[config.mk]
export PLATFORM = sky130hd
export DESIGN_NAME = serial_rx
export DESIGN_NICKNAME = d
export VERILOG_FILES = /design/src/rtl/serial_rx.sv
export SDC_FILE = /design/constraint.sdc
export NUM_CORES = 1
export LEC_CHECK = 0
export CAP_MARGIN = 40
export CELL_PAD_IN_SITES_DETAIL_PLACEMENT = 1
export CELL_PAD_IN_SITES_GLOBAL_PLACEMENT = 1
export CORE_MARGIN = 2
export CORE_UTILIZATION = 30
export CTS_BUF_LIST = sky130_fd_sc_hd__clkbuf_8
export DETAILED_ROUTE_END_ITERATION = 6
export PLACE_DENSITY = 0.56
export SETUP_SLACK_MARGIN = 0.5
export SLEW_MARGIN = 25
export SYNTH_ARGS = -nofsm -noshare
export SYNTH_HDL_FRONTEND = slang
export SYNTH_SLANG_ARGS = --single-unit
[constraint.sdc]
create_clock -name CK -period 1.5 [get_ports CK]
set_input_delay 0.375 -clock CK [delete_from_list [all_inputs] [get_ports CK]]
set_output_delay 0.375 -clock CK [all_outputs]
set_load 0.02 [all_outputs]
[src/rtl/serial_rx.sv]
// serial_rx: serial-to-parallel frame receiver.
//
// Recovers framed words from an idle-high serial line. A frame is one low
// start bit, WIDTH data bits (LSB first) and one high stop bit. Each bit is
// CPB clocks long, and every bit is sampled at its midpoint. SIN is already
// registered upstream, so this block has no input synchronizer.
//
// Parameters:
//   CPB    clocks per bit (even, >= 4)
//   WIDTH  data bits per frame (1..16)
// Ports:
//   CK     clock; all state changes on the rising edge
//   RST    asynchronous, active-high reset
//   SIN    serial line input, idles at 1
//   DOUT   last good received word; holds until the next good frame
//   VALID  one-cycle strobe; DOUT is new in the same cycle
//   FERR   one-cycle strobe when the stop bit is read as 0
//   BUSY   high while a frame is in progress (START, DATA, STOP)
module serial_rx #(
   parameter int CPB   = 4,
   parameter int WIDTH = 8
) (
   input  logic             CK,
   input  logic             RST,
   input  logic             SIN,
   output logic [WIDTH-1:0] DOUT,
   output logic             VALID,
   output logic             FERR,
   output logic             BUSY
);

   localparam int CW = $clog2(CPB);
   localparam int IW = (WIDTH > 1) ? $clog2(WIDTH) : 1;

   localparam logic [CW-1:0] HALF_LAST = CW'(CPB / 2 - 1);  // start-bit midpoint
   localparam logic [CW-1:0] BIT_LAST  = CW'(CPB - 1);      // one full bit later
   localparam logic [IW-1:0] IDX_LAST  = IW'(WIDTH - 1);

   typedef enum logic [2:0] {WAITHI, IDLE, START, DATA, STOP} state_t;

   state_t           state;
   logic [CW-1:0]    cnt;
   logic [IW-1:0]    idx;
   logic [WIDTH-1:0] shreg;

   // NOTE: every register here, the shift register included, is reset so that
   // an aborted frame leaves no trace and DOUT reads 0 straight out of reset.
   always_ff @(posedge CK or posedge RST) begin
      if (RST) begin
         state <= WAITHI;
         cnt   <= '0;
         idx   <= '0;
         shreg <= '0;
         DOUT  <= '0;
         VALID <= 1'b0;
         FERR  <= 1'b0;
         BUSY  <= 1'b0;
      end else begin
         // NOTE: non-blocking assignments throughout; the strobes default low
         // here and are raised below for a single cycle.
         VALID <= 1'b0;
         FERR  <= 1'b0;
         case (state)
            // Wait for the line to be high before arming, so a line held low
            // (at reset release or after a break) never looks like a start bit.
            WAITHI: begin
               if (SIN) state <= IDLE;
            end
            IDLE: begin
               if (!SIN) begin
                  state <= START;
                  cnt   <= '0;
                  idx   <= '0;
                  BUSY  <= 1'b1;
               end
            end
            START: begin
               if (cnt == HALF_LAST) begin
                  cnt <= '0;
                  if (SIN) begin
                     // The line is back high at mid start bit: treat it as a glitch.
                     state <= IDLE;
                     BUSY  <= 1'b0;
                  end else begin
                     state <= DATA;
                  end
               end else begin
                  cnt <= cnt + CW'(1);
               end
            end
            DATA: begin
               if (cnt == BIT_LAST) begin
                  cnt <= '0;
                  // Shift right with new bits entering at the top, so the first
                  // bit received ends up in bit 0.
                  shreg <= (shreg >> 1) | (WIDTH'(SIN) << (WIDTH - 1));
                  if (idx == IDX_LAST) state <= STOP;
                  else                 idx   <= idx + IW'(1);
               end else begin
                  cnt <= cnt + CW'(1);
               end
            end
            STOP: begin
               if (cnt == BIT_LAST) begin
                  cnt  <= '0;
                  BUSY <= 1'b0;
                  if (SIN) begin
                     DOUT  <= shreg;
                     VALID <= 1'b1;
                     state <= IDLE;
                  end else begin
                     FERR  <= 1'b1;
                     state <= WAITHI;
                  end
               end else begin
                  cnt <= cnt + CW'(1);
               end
            end
            default: begin
               state <= WAITHI;
               BUSY  <= 1'b0;
            end
         endcase
      end
   end

endmodule

# ---- Word-level counts from Yosys, hierarchy flattened
# Index checks and enable logic that the tools add are counted.
dict set report classes {
  add_sub_neg 2
  eq_ne 15
  n_mux 28
  bitwise 2
  n_reduce_logical 11
}
# op count
set op_table {}
lappend op_table {{two-way mux 3 bit} 9}
lappend op_table {{!= test 2 bit, second input constant} 8}
lappend op_table {{case mux 3 bit (5 select lines)} 1}
lappend op_table {{two-way mux 1 bit} 11}
lappend op_table {{two-way mux 2 bit} 4}
lappend op_table {{OR 7 x 8 -> 8 bit} 1}
lappend op_table {{== test 3 x 2 -> 1 bit, second input constant} 2}
lappend op_table {{== test 3 bit, second input constant} 2}
lappend op_table {{case mux 2 bit (3 select lines)} 1}
lappend op_table {{case mux 3 bit (2 select lines)} 1}
lappend op_table {{AND reduction 6 bit} 1}
lappend op_table {{AND reduction 5 bit} 1}
lappend op_table {{case mux 1 bit (4 select lines)} 1}
lappend op_table {{AND reduction 2 bit} 2}
lappend op_table {{AND reduction 4 bit} 1}
lappend op_table {{OR reduction 2 bit} 2}
lappend op_table {{adder 3 x 1 -> 3 bit, second input constant} 1}
lappend op_table {{== test 3 x 1 -> 1 bit, second input constant} 1}
lappend op_table {{zero test 3 bit} 1}
lappend op_table {{AND reduction 3 bit} 1}
lappend op_table {{nonzero test 3 bit} 1}
lappend op_table {{adder 2 x 1 -> 2 bit, second input constant} 1}
lappend op_table {{== test 2 x 1 -> 1 bit, second input constant} 1}
lappend op_table {{== test 2 bit, second input constant} 1}
lappend op_table {{other kinds (2)} 2}
dict set report word_totals {
  register_bits 27
  input_bits 3
  out_inout_bits 11
  word_cells 66
}

# ---- Longest topological paths before layout
# Gate-level depths: netlist of the first run.
dict set report depth {
  ltp_word 4
  mapped_depth 6
  ltp_nobuf 6
}

# ---- Least setup slack after synthesis of the first run
# Ideal clock, no wire load.
dict set report synth_timing {
  path_kind {reg-to-reg}
  start {reg cnt[0]}
  end {reg idx[0]}
  setup_ps 125
  arrival_time_ps 1341
  t_required_ps 1375
  setup_slack_ps 35
  stages_incl_launch_ff 7
  cell_sequence {dfrtp_1 -> ha_1 -> buf_4 -> nand2_1 -> o22ai_2 -> nand3b_2 -> mux2_2}
}
dict set report synth_between {
  elab_chain_len 3
}
# element line_no
set synth_rtl {}
lappend synth_rtl {{start: declaration} 42} ;# logic [CW-1:0] cnt;
lappend synth_rtl {{start signal: assignment} 88} ;# cnt <= cnt + CW'(1);
lappend synth_rtl {{start signal: assignment} 100} ;# cnt <= cnt + CW'(1);
lappend synth_rtl {{start signal: assignment} 116} ;# cnt <= cnt + CW'(1);
lappend synth_rtl {{== test 2 bit} 92} ;# if (cnt == BIT_LAST) begin
lappend synth_rtl {{!= test 2 bit (no source line)} n/a}
lappend synth_rtl {{AND reduction 4 bit (no source line)} n/a}
lappend synth_rtl {{end signal: assignment} 98} ;# else idx <= idx + IW'(1);
lappend synth_rtl {{end: declaration} 43} ;# logic [IW-1:0] idx;
# Every way passes these cells.
# A chain may end at the register's enable or synchronous reset.

# ---- Final worst setup path of the first run
dict set report layout_timing {
  start {reg cnt[1]}
  end {reg state[1]}
}
dict set report layout_between {
  elab_chain_len 3
  elab_cells_between_ends 6
  classes_between {eq/ne: 5; reduce/logical: 1}
}
# element line_no
set layout_rtl {}
lappend layout_rtl {{== test 2 bit / == test 2 x 1 -> 1 bit (equally long branches)} {92, 104, 78}}
lappend layout_rtl {{!= test 2 bit (no source line)} n/a}
lappend layout_rtl {{AND reduction 6 bit (no source line) *} n/a}
lappend layout_rtl {{end signal: assignment} 97} ;# if (idx == IDX_LAST) state <= STOP;
lappend layout_rtl {{end signal: assignment} 110} ;# state <= IDLE;
lappend layout_rtl {{end signal: assignment} 113} ;# state <= WAITHI;
lappend layout_rtl {{end: declaration} 41} ;# state_t state;
# Mark *: on every way between the ends. The rest lies on a longest branch, timed or not.

==> results of run 1 <==
==> what timing repair did <==
action                                 4_1_cts  5_1_grt
setup endpoints to repair                   38       38
endpoints found under the hold margin        0        0
pin swaps                                    4        7
gates resized for setup                     78       26
buffers inserted                             8       11
==> flip-flops by register name, indices dropped and copies added, names as in the netlist <==
| name | flops |
|---|---|
| BUSY | 1 |
| DOUT | 8 |
| VALID | 1 |
| state | 3 |
| idx | 3 |
| FERR | 1 |
| shreg | 8 |
| cnt | 2 |
==> layer usage <==
layer	GRT usage, %	wire length [µm]	vias up	part of all wire [%]
li1	-	-	478	-
met1	16.6	1440	501	43
met2	21.0	1810	10	54
met3	3.52	80	2	2.4
met4	3.14	12	0	0.36
met5	0	0	-	0
==> critical path, delay by kind of cell (launching register included) <==
kind,cells,cell delay [ps]
flip-flops,1,480
adder cells (fa/ha/maj),1,230
AO/OA/AOI/OAI,1,360
buffers and inverters,1,140
AND/OR/NAND/NOR,2,150
==> placed cells by master, fill, tap and decap left out, drive strengths merged, types with 2 or more instances in the layout <==
cell type  synthesis  layout
clkbuf             1       4
and3               2       2
nand2b             2       2
o21ai              4       4
inv                7       7
mux2              19      19
nor2               7       7
a2111oi            2       2
nor3               2       2
dfrtp             27      27
nand2              6       6
ha                 5       5
buf                7      46
a21oi              3       3
nand3              2       2
==> power by group through the flow <==
stage	Combinational (mW)	Clock (mW)	Sequential, mW
3_3_place_gp	1.34	0	1.18
6_report	2.00	0.410	1.20
4_1_cts	1.63	0.435	1.20
2_1_floorplan	1.07	0	1.09
3_5_place_dp	1.40	0	1.19
5_1_grt	2.19	0.453	1.24
==> how the worst max path moves through the flow <==
stage                     startpoint  endpoint
after CTS                     cnt[1]    idx[1]
after detailed placement         SIN    cnt[1]
after global placement           SIN    cnt[1]
after global routing          cnt[1]  state[1]
final                         cnt[1]  state[1]
after floorplan               cnt[1]    idx[0]
==> metrics by stage <==
step                      worst slack, ps  cells  util, %  hold WS, ps  TNS, ps
final                                20.0    208     46.1          458        0
after global routing                -45.7    208     46.1          485    -67.7
after CTS                            59.1    197     42.2          460        0
after detailed placement             -330    185     38.2          498    -4500
after global placement               -296    185     38.2          489    -3920
after floorplan                       111    111        -          428        0
==> kinds of logic after synthesis <==
kind of cell | Yosys count
fa+ha+maj | 5
compound gates | 18
mux | 20
buf+inv | 15
flops | 27
simple gates | 26
==> cells in the mapped netlist <==
master,number,area [µm²]
dfrtp_1,27,676
mux2_2,19,214
inv_1,7,26.3
nand2_1,6,22.5
nor2_1,6,22.5
ha_1,5,62.6
o21ai_0,4,20.0
a21oi_1,3,15.0
buf_4,3,22.5
a2111oi_2,2,30.0
and3_1,2,12.5
buf_2,2,10.0
buf_6,2,22.5
nand2b_1,2,12.5
nor3_1,2,10.0
a221o_1,1,10.0
a22oi_1,1,7.51
a311oi_1,1,8.76
a31oi_1,1,6.26
clkbuf_1,1,3.75
mux2i_1,1,10.0
nand3_1,1,5.00
nand3_2,1,10.0
nand3b_2,1,11.3
nand4_4,1,21.3
nor2_4,1,11.3
nor2b_4,1,13.8
nor4bb_1,1,10.0
o2111a_1,1,11.3
o21a_1,1,7.51
o22ai_2,1,12.5
o2bb2ai_1,1,8.76
o32ai_1,1,8.76
or2_0,1,6.26
==> cell type report <==
class                           count  share of cell area (%)
Multi-Input combinational cell     69                    38.6
Tap cell                           52                    3.24
Timing Repair Buffer               49                    20.6
Inverter                            7                    1.31
Clock inverter                      1                   0.250
Sequential cell                    27                    33.9
Clock buffer                        3                    2.06
==> impl_metrics.csv, run 1 <==
group,metric,value,unit
detailed_routing,wl_per_cell,16.1,µm
logic_synthesis,ys_seq_elements,27,
placed_design,place_congestion,0.770,
status,status,"complete, no violations",
sta,timing_hold_violations_final,0,
floorplan,die_area,5100,µm²
worst_setup_path,arrival,1630,ps
grt,antenna_found_initial,0,
power,seq_power_share,33.3,%
detailed_routing,drt-initial-drc-count,29,
logic_synthesis,synthSimpleGateAreaFrac,12.4,%
detailed_routing,final_antenna_net_count,0,
placed_design,port_buffers,13,
finish,fin_area,2010,µm²
grt,grt_start_max_net_pins,28,
logic_synthesis,synth_compound_area_share,10.7,%
logic_synthesis,synth_cells,111,
worst_setup_path,max_stage_delay,480,ps
floorplan,rows,24,
logic_synthesis,synth.mux.area_fraction,16.4,%
worst_setup_path,start_kind,"flop",
logic_synthesis,syn_area,1360,µm²
worst_setup_path,required,1650,ps
detailed_routing,drc,0,
sta,clock_skew,4.04,ps
placed_design,dpl_cell_area,1660,µm²
cts,cts_sinks,27,
worst_setup_path,reg2reg_depth,5,
worst_hold_path,hp-class,"in2async",
sta,relSlewSlack,69.6,%
finish,seq_area,681,µm²
detailed_routing,num_vias,991,
worst_setup_path,crit_fanout,8,
sta,slew_violations,0,
cts,hold_buffers,0,
logic_synthesis,seq_area_frac_synth,49.6,%
job,cap_viol_max_count,0,
grt,grt_pass1_wl,5050,µm
detailed_routing,routed_via_density,4.76,
logic_synthesis,synth_adder_area_share,4.59,%
finish,nFillCells,445,
worst_setup_path,reg2reg_to,"state[1]",
worst_setup_path,critPathKind,"reg2reg",
detailed_routing,wl,3350,µm
power,power_switching,1.31,mW
cts,worstSkewPairLatency,270,ps
logic_synthesis,synth_nets,119,
worst_setup_path,crit_chain,"ha_4 > buf_4 > nand3_2 > nor2_2 > a2111oi_4",
sta,worstMarginPinSlew,455,ps
worst_setup_path,endpoint_kind,"flop",
grt,grt_pass1_vias,1031,
placed_design,dpl.hpwl,2080,µm
finish,multi_input_area,773,µm²
power,leakagePower,0.982,nW
worst_setup_path,crit-reg2reg-launch,"cnt[1]",
logic_synthesis,synth_xor_area_share,0,%
power,power_frac_comb,55.4,%
grt,track_usage,12.7,%
cts,h-tree-depth,1,
worst_setup_path,r2r_slack,20,ps
cts,root_buffer,"clkbuf_8",
finish,layout-drive-gt1-share,64.7,%
cts,cts_buffer_depth,2,
floorplan,die_width,71.4,µm
sta,finalSetupViolCount,0,
power,power.share.switching,36.2,%
sta,fin_crit,1480,ps
logic_synthesis,ys_warn_count,0,
power,peakVddDrop,0.821,mV
power,cellPowerDensity,1800,nW/µm²
logic_synthesis,synth.avg_cell_area,12.3,µm²
worst_setup_path,crit_slowest_cell,"dfrtp_2",
grt,grt-ovfl-total,0,
sta,fin_crit_sh,98.7,%
sta,fmax,0.676,GHz
cts,path_clk_slew,90,ps
finish,area_delta_synth_final,47.2,%
power,p_int,2.30,mW
cts,cts_tree,"yes",
sta,rsz0062_at_grt,"true",
detailed_routing,first_pass_iters,4,
floorplan,start_util,31.3,%
finish,nets,165,
logic_synthesis,synth_top_family_by_area,"multiplexers",
cts,cts_buffers,3,
logic_synthesis,ys_types,34,
power,power,3.61,mW
power,p_clk_share,11.3,%
floorplan,io_pins,14,
floorplan,dieHeight,71.4,µm
finish,diodes,0,
floorplan,core_area,4350,µm²
Power figures use the tool's default switching activity.
==> inputs of run 2 (changes only) <==
--- a/config.mk
+++ b/config.mk
@@ -12,6 +12,7 @@
 export CORE_UTILIZATION = 30
 export CTS_BUF_LIST = sky130_fd_sc_hd__clkbuf_8
 export DETAILED_ROUTE_END_ITERATION = 6
+export GPL_TIMING_DRIVEN = 0
 export PLACE_DENSITY = 0.56
 export SETUP_SLACK_MARGIN = 0.5
 export SLEW_MARGIN = 25
==> run 2 against run 1 <==
- clock skew rose by 2.8 ps
- core utilization down 0.17 points
- fmax up 0.13%
- via count shrank 0.10%
- largest power group unchanged
- flip-flop and latch count unchanged
==> impl_metrics.csv, run 2 (same netlist as run 1, synthesis figures left out) <==
group,metric,value,unit
sta,fin_crit,1480,ps
cts,path_clk_slew,90,ps
worst_setup_path,required,1670,ps
worst_setup_path,critPathKind,"reg2reg",
finish,fin_area,2000,µm²
grt,grt_start_max_net_pins,16,
detailed_routing,wl,3130,µm
sta,worstMarginPinSlew,357,ps
floorplan,rows,24,
detailed_routing,num_vias,990,
cts,cts_buffers,3,
cts,cts_buffer_depth,2,
job,cap_viol_max_count,0,
sta,slew_violations,0,
finish,final_cell_mix,"25 x dfrtp_1, 20 x buf_4, 15 x buf_6, 15 x mux2_4, 5 x inv_1",
power,power,3.49,mW
worst_hold_path,hp-class,"in2async",
grt,antenna_found_initial,0,
power,cellPowerDensity,1750,nW/µm²
floorplan,core_area,4350,µm²
placed_design,place_congestion,0.717,
grt,grt-ovfl-total,0,
worst_setup_path,reg2reg_depth,6,
sta,clock_skew,6.83,ps
floorplan,die_area,5100,µm²
floorplan,dieHeight,71.4,µm
worst_setup_path,cp-startpoint,"cnt[1]",
finish,diodes,0,
worst_setup_path,endpoint_kind,"flop",
sta,timing_hold_violations_final,0,
cts,cts_sinks,27,
floorplan,die_width,71.4,µm
worst_setup_path,start_kind,"flop",
grt,track_usage,12.4,%
finish,fin_cells,200,
detailed_routing,wl_per_cell,15.7,µm
finish,final_common_cell,"dfrtp_1",
floorplan,io_pins,14,
cts,root_buffer,"clkbuf_8",
floorplan,start_util,31.3,%
sta,fin_crit_sh,98.5,%
worst_setup_path,crit-reg2reg-launch,"cnt[1]",
power,peakVddDrop,0.694,mV
grt,grt_pass1_vias,1045,
cts,h-tree-depth,1,
worst_setup_path,r2r_slack,20,ps
finish,largest_registers,"DOUT (8), shreg (8)",
worst_setup_path,arrival,1640,ps
placed_design,dpl_cell_area,1600,µm²
worst_setup_path,reg2reg_to,"idx[0]",
worst_setup_path,crit_fanout,7,
sta,setup_ws,22.0,ps
finish,layout-drive-gt1-share,60.1,%
detailed_routing,final_antenna_net_count,0,
sta,finalSetupViolCount,0,
power,leakagePower,0.979,nW
placed_design,dpl.hpwl,1940,µm
detailed_routing,drt-initial-drc-count,33,
cts,hold_buffers,0,
worst_setup_path,crit_path_end,"idx[0]",
detailed_routing,first_pass_iters,3,
detailed_routing,drc,0,
detailed_routing,routed_via_density,4.95,
grt,grt_pass1_wl,5090,µm
placed_design,port_buffers,12,
finish,nets,157,
cts,cts_tree,"yes",
finish,area_delta_synth_final,46.6,%
placed_design,post-place-cells,176,
sta,relSlewSlack,75.9,%
sta,fin_hold_ws,401,ps
cts,worstSkewPairLatency,270,ps
status,status,"complete, no violations",
sta,rsz0062_at_grt,"true",
placed_design,post-place-ws,-32.2,ps
sta,fmax,0.677,GHz
[run 2: cell types whose count changed in the layout (fill, tap and decap cells not counted), sizes merged]
cell,delta
buf,-8
nand4,+1
dlygate4sd2,-1
clkinvlp,+1
clkinv,-1
[run 2: worst max-delay path: stages, from the launching register on]
cell and delay (ps):
dfrtp_2 460, ha_4 160, buf_8 130, nand2_2 50
o22ai_2 130, nand3b_4 120, mux2_4 310
[run 2: repair_timing]
| item | CTS | global route |
|---|---|---|
| endpoints found under the setup margin | 38 | 53 |
| buffers inserted | 11 | 8 |
| endpoints found under the hold margin | 0 | 0 |
| pin swaps | 7 | 5 |
| gates cloned | 0 | 1 |
| resized for setup | 83 | 22 |
[run 2: cell type report]
type | instances | area, µm²
clock inverters | 1 | 3.75
well taps | 52 | 65.1
multi-input cells | 70 | 802
clock buffers | 3 | 41.3
flip-flops and latches | 27 | 678
repair buffers | 32 | 295
plain buffers | 8 | 82.6
fillers | 450 | 2360
inverters | 7 | 30.0
[run 2: worst min path at each step]
stage / endpoint / slack, ps / cells past startpoint
after floorplan: BUSY / 430 / 1
final: state[1] / 400 / 2
after CTS: state[1] / 460 / 2
after global placement: DOUT[0] / 490 / 1
after global routing: state[1] / 420 / 2
after detailed placement: shreg[0] / 490 / 1
[run 2: metal layers]
layer	vias to the layer above	share of wire, %	global-route usage (%)
li1	468	-	-
met1	508	46	16.4
met3	2	2.9	3.66
met5	-	0	0
met2	12	51	20.7
met4	0	0.22	1.89
[run 2: per-stage QoR]
stage / setup TNS, ps / util (%)
after global placement: -3550 / 36.5
after detailed placement: -34.7 / 36.8
final: 0 / 45.9
after CTS: 0 / 42.2
after global routing: -73.4 / 45.9
after floorplan: 0 / -
[run 2: report_power, final]
group,leakage [nW],switching (mW),internal (mW),total [mW]
Sequential,0.337,0.197,0.952,1.15
Combinational,0.615,0.838,1.10,1.93
Clock,0.0269,0.224,0.184,0.407
Total,0.979,1.26,2.23,3.49
==> inputs of run 3 (changes only) <==
--- a/config.mk
+++ b/config.mk
@@ -10,10 +10,11 @@
 export CELL_PAD_IN_SITES_GLOBAL_PLACEMENT = 1
 export CORE_MARGIN = 2
 export CORE_UTILIZATION = 30
-export CTS_BUF_LIST = sky130_fd_sc_hd__clkbuf_8
+export CTS_BUF_LIST = sky130_fd_sc_hd__clkbuf_4 sky130_fd_sc_hd__clkbuf_8
 export DETAILED_ROUTE_END_ITERATION = 6
+export DONT_BUFFER_PORTS = 1
 export GPL_TIMING_DRIVEN = 0
-export PLACE_DENSITY = 0.56
+export PLACE_DENSITY = 0.51
 export SETUP_SLACK_MARGIN = 0.5
 export SLEW_MARGIN = 25
 export SYNTH_ARGS = -nofsm -noshare
==> run 3 against run 2 <==
- non-clock buffer count decreased by 25
- total power increased by 3.8%
- global-route usage decreased by 0.059 points
- clock skew decreased by 5.5 ps
- critical path depth unchanged
- die area is the same
- combinational power grew 5%
- sequential share of layout area increased by 4.0 points
- critical endpoint is now idx[1]
- largest power group unchanged
- via count is 9.2% lower
- sequential power barely moved
==> impl_metrics.csv, run 3 (same netlist as run 1, synthesis figures left out) <==
group,metric,value,unit
floorplan,die_width,71.4,µm
worst_setup_path,cp_top_family,"flip-flops",
detailed_routing,routed_via_density,5.14,
finish,diodes,0,
detailed_routing,drc,0,
worst_setup_path,r2r_slack,30,ps
worst_setup_path,crit_chain,"ha_4 > buf_12 > nand2_4 > o22ai_4 > nand3b_4 > mux2_4",
detailed_routing,num_vias,899,
placed_design,post-place-ws,-42.8,ps
floorplan,die_area,5100,µm²
worst_setup_path,max_stage_delay,440,ps
sta,worstMarginPinSlew,572,ps
sta,relSlewSlack,61.8,%
sta,rsz0062_at_grt,"true",
sta,finalSetupTns,0,ps
finish,layout-drive-gt1-share,64.2,%
sta,fin_crit_sh,97.9,%
power,peakVddDrop,0.767,mV
cts,cts_sinks,27,
floorplan,core_area,4350,µm²
grt,track_usage,12.4,%
detailed_routing,final_antenna_net_count,0,
finish,fin_area,1820,µm²
floorplan,io_pins,14,
grt,antenna_found_initial,0,
cts,path_clk_slew,90,ps
cts,worstSkewPairLatency,270,ps
worst_setup_path,crit_fanout,5,
grt,grt_pass1_wl,4970,µm
worst_setup_path,path_depth,6,
floorplan,dieHeight,71.4,µm
placed_design,place_congestion,0.713,
power,cellPowerDensity,1990,nW/µm²
grt,grt_start_max_net_pins,28,
worst_setup_path,endpoint_kind,"flop",
grt,grt_pass1_vias,964,
cts,h-tree-depth,1,
worst_setup_path,reg2reg_depth,6,
job,cap_viol_max_count,0,
placed_design,port_buffers,0,
sta,fmax,0.681,GHz
floorplan,start_util,31.3,%
sta,fin_hold_ws,34.4,ps
cts,cts_buffers,3,
power,leakagePower,0.849,nW
worst_setup_path,arrival,1630,ps
worst_hold_path,hp-class,"in2async",
placed_design,dpl.hpwl,1830,µm
cts,cts_buffer_depth,2,
worst_setup_path,start_kind,"flop",
finish,nets,132,
finish,area_delta_synth_final,33.5,%
worst_setup_path,critPathKind,"reg2reg",
cts,cts_tree,"yes",
status,status,"complete, no violations",
sta,clock_skew,1.28,ps
power,power,3.62,mW
finish,fin_cells,175,
floorplan,rows,24,
detailed_routing,wl_per_cell,17.1,µm
sta,finalSetupViolCount,0,
placed_design,post-place-cells,163,
worst_setup_path,required,1660,ps
detailed_routing,wl,2990,µm
sta,fin_crit,1470,ps
detailed_routing,first_pass_iters,3,
finish,fin_util,41.8,%
worst_setup_path,crit_slowest_cell,"dfrtp_2",
grt,grt-ovfl-total,0,
detailed_routing,drt-initial-drc-count,21,
sta,slew_violations,0,
worst_setup_path,critPathBufInv,1,
cts,root_buffer,"clkbuf_8",
finish,largest_registers,"DOUT (8), shreg (8)",
placed_design,dpl_cell_area,1470,µm²
finish,final_cell_mix,"16 x dfrtp_1, 16 x mux2_4, 11 x dfrtp_2",
sta,timing_hold_violations_final,0,
sta,setup_ws,31.0,ps
-- run 3: final timing paths --
| path | startpoint | end |
|---|---|---|
| setup / recovery | cnt[0] | idx[1] |
| hold / removal | RST | DOUT[5] |
| setup reg to reg | cnt[0] | idx[1] |
| hold reg to reg | shreg[0] | shreg[0] |
| max in group asynchronous | RST | DOUT[3] |
| min in group CK | SIN | FERR |
-- run 3: area by class of cell --
cell class	instances	area, µm²
Buffer	8	82.6
Fill cell	431	2530
Clock buffer	4	48.8
Inverter	7	26.3
Tap cell	52	65.1
Multi-Input combinational cell	70	831
Timing Repair Buffer	7	76.3
Sequential cell	27	689
-- run 3: what timing repair did --
action | CTS | global route
cloned | 2 | 0
buffers inserted | 5 | 1
setup endpoints to repair | 38 | 38
hold buffers | 0 | 0
pin swaps | 8 | 8
gates resized for setup | 33 | 23
-- run 3: power breakdown --
group,internal [mW],leakage (nW),switching (mW)
clock,0.208,0.0262,0.224
combinational,1.15,0.499,0.877
sequential,0.953,0.323,0.204
total,2.32,0.849,1.30
-- run 3: metal layers --
layer / share of wire [%] / global-route usage (%) / vias to the layer above
li1: - / - / 421
met1: 46 / 17.2 / 461
met2: 50 / 19.8 / 13
met3: 3.0 / 3.23 / 4
met4: 0.80 / 1.89 / 0
met5: 0 / 0 / -
-- run 3: worst register-to-register path, cell delays in order (launching register included) --
cell and delay, ps:
dfrtp_2 440, ha_4 180, buf_12 130, nand2_4 60, o22ai_4 120, nand3b_4 120
mux2_4 310
==> patch (flow settings as in run 2) <==
The parameter `CPB` goes from 4 to 8. Comments in the files are not updated.
--- a/src/rtl/serial_rx.sv
+++ b/src/rtl/serial_rx.sv
@@ -18,5 +18,5 @@
 //   BUSY   high while a frame is in progress (START, DATA, STOP)
 module serial_rx #(
-   parameter int CPB   = 4,
+   parameter int CPB   = 8,
    parameter int WIDTH = 8
 ) (
Formal check against the unedited RTL: not equivalent (Yosys sat finds a counterexample within 10 cycles, from zero or initial values and one cycle with RST high).
==> patch against run 2 <==
- critical endpoint is now cnt[0]$_DFFE_PP0P_
- via count is 1.2% lower
- highest routed layer unchanged
- total power is 16% lower
- critical path depth is 1 lower
- design area is 0.38% higher
- worst setup slack worse by 0.060 ns
- wire length is 0.73% lower
- synthesized area is 0.28% lower
- largest cell class unchanged
- the flow now finishes with violations (negative setup slack)
- sequential cell count is 1 higher
==> patch: results (changes against run 2) <==
| Metric | Value |
|---|---|
| Initial antenna violation count | `0 (unchanged)` |
| CP peak stage delay | `0.42 ns (-0.04 ns)` |
| Via total after detailed routing | `978 (-1.2%)` |
| Synthesized Nets | `120 (+0.84%)` |
| Leakage Power | `0.978 nW (-0.12%)` |
| Crit path max-delay family | `multiplexers` |
| All-Layer GR Usage | `0.131 (+0.00735)` |
| Main flop type after synthesis | `dfrtp_1` |
| Top post-synthesis cells by area | `dfrtp_1 52%, mux2_2 15%, ha_1 6.4%` |
| Drt initial violations | `37 (+12%)` |
| Sequential area share after synthesis | `0.516 (+0.0198)` |
| Drt pass-1 iters | `2 (-1)` |
| Clk pin slew, worst setup/hold paths | `0.10 ns` |
| Gate count of the mapped netlist | `110 (-0.90%)` |
| Post-Place Cells | `174 (-1.1%)` |
| Clk_skew | `0.00369 ns (-0.00314 ns)` |
| TritonCTS Buffers | `3 (unchanged)` |
| Largest net degree at the start of global routing | `29 (+13)` |
| Fraction of layout cells with a size suffix above 1 | `0.544 (-0.0571)` |
| Setup violations, final | `12 (+12)` |
| Outcome | `complete, but fails checks` |
| Slew headroom | `0.665 (-0.0943)` |
| Clk Latency, worst-skew pair | `0.27 ns (about the same)` |
| Worst Path Arrival | `1.76 ns (+0.12 ns)` |
| Slowest cell on crit path | `dfrtp_1` |
| Max Fanout on Critical Path | `3 (-4)` |
| Final #Nets | `158 (+0.64%)` |
| RePlAce Congestion | `0.735 (+2.5%)` |
| Max VDD drop | `683 uV (-1.6%)` |
| CTS max path bufs | `2 (unchanged)` |
| Final std cells w/o fill | `199 (-0.50%)` |
| Post-synth ARST share | `1.00 (unchanged)` |
| Final hold viol count | `0 (unchanged)` |
| Synth cell types | `32 (-5.9%)` |
| Global-route wire length before repair | `5.25 mm (+3.2%)` |
| R2r worst-path depth | `5 (-1)` |
| DP Area | `1620 um^2 (+0.78%)` |
| H-Tree Depth | `1 (unchanged)` |
| Final WS setup | `-0.0385 ns (-0.0605 ns)` |
| WL final | `3.11 mm (-0.73%)` |
| Detailed Place HPWL | `1.97 mm (+2.0%)` |
| Root Buffer Master | `clkbuf_8` |
| Failing checks | `negative setup slack` |
| N_diodes | `0 (unchanged)` |
| DP Worst Slack | `-0.202 ns (-0.170 ns)` |
| Vias in the first global route | `1029 (-1.5%)` |
| Number of synthesis warnings | `0 (unchanged)` |
| Commonest cells in the netlist | `28 x dfrtp_1, 18 x mux2_2, 7 x ha_1, 7 x inv_1` |
## patch: changes by cell type after synthesis, moves of 3 or more
cell and change:
a21oi_1 +3, o21ai_1 +4, nor2b_1 +3, o21ai_0 -4
## patch: layout make-up
class                           count  area [um^2]
Clock buffer                        4         55.1
Sequential cell                    28          702
Buffer                              4         25.0
Inverter                            7         27.5
Timing Repair Buffer               32          304
Fill cell                         453         2350
Multi-Input combinational cell     72          827
Tap cell                           52         65.1
## patch: kinds of logic after synthesis
kind of cell	after synthesis	synth area share
muxes	18	0.149
buffers and inverters	11	0.0378
AOI/OAI and AO/OA	24	0.124
and+or+nand+nor	22	0.109
adders and majority gates	7	0.0645
DFF	28	0.516
## patch: power by group
part	leakage, nW	internal (mW)	switching (mW)
registers	0.360	0.912	0.178
clock network	0.0288	0.235	0.238
logic	0.589	0.707	0.649
total	0.978	1.85	1.06
## patch: repair_timing
item | CTS | global route
pin swaps | 10 | 4
setup buffers | 11 | 9
gates resized for setup | 92 | 7
gates cloned | 1 | 0
endpoints found under the setup margin | 39 | 40
## patch: per-layer routing
layer | track usage | wire (um) | vias up
met5 | 0 | 0 | -
met4 | 0.0377 | 17 | 0
met3 | 0.0211 | 63 | 2
met2 | 0.210 | 1560 | 8
met1 | 0.185 | 1470 | 494
li1 | - | - | 474
## patch: worst paths after layout
path                                           start                  end  slack [ns]
worst max-delay path              cnt[1]$_DFFE_PP0P_   cnt[0]$_DFFE_PP0P_       -0.04
worst min-delay path                             RST       FERR$_DFF_PP0_        0.43
worst max register to register    cnt[1]$_DFFE_PP0P_   cnt[0]$_DFFE_PP0P_       -0.04
worst min register to register  shreg[0]$_DFFE_PP0P_  DOUT[0]$_DFFE_PP0P_        0.52
max in group asynchronous                        RST   cnt[2]$_DFFE_PP0P_        0.73
min in group CK                                  SIN       FERR$_DFF_PP0_        0.48
## patch: per-stage QoR
stage / setup TNS (ns) / power [mW]
after floorplan: 0 / 1.84
after global placement: -7.13 / 2.03
after detailed placement: -2.06 / 2.10
after CTS: -0.392 / 2.86
after global routing: -1.18 / 3.14
final: -0.199 / 2.92
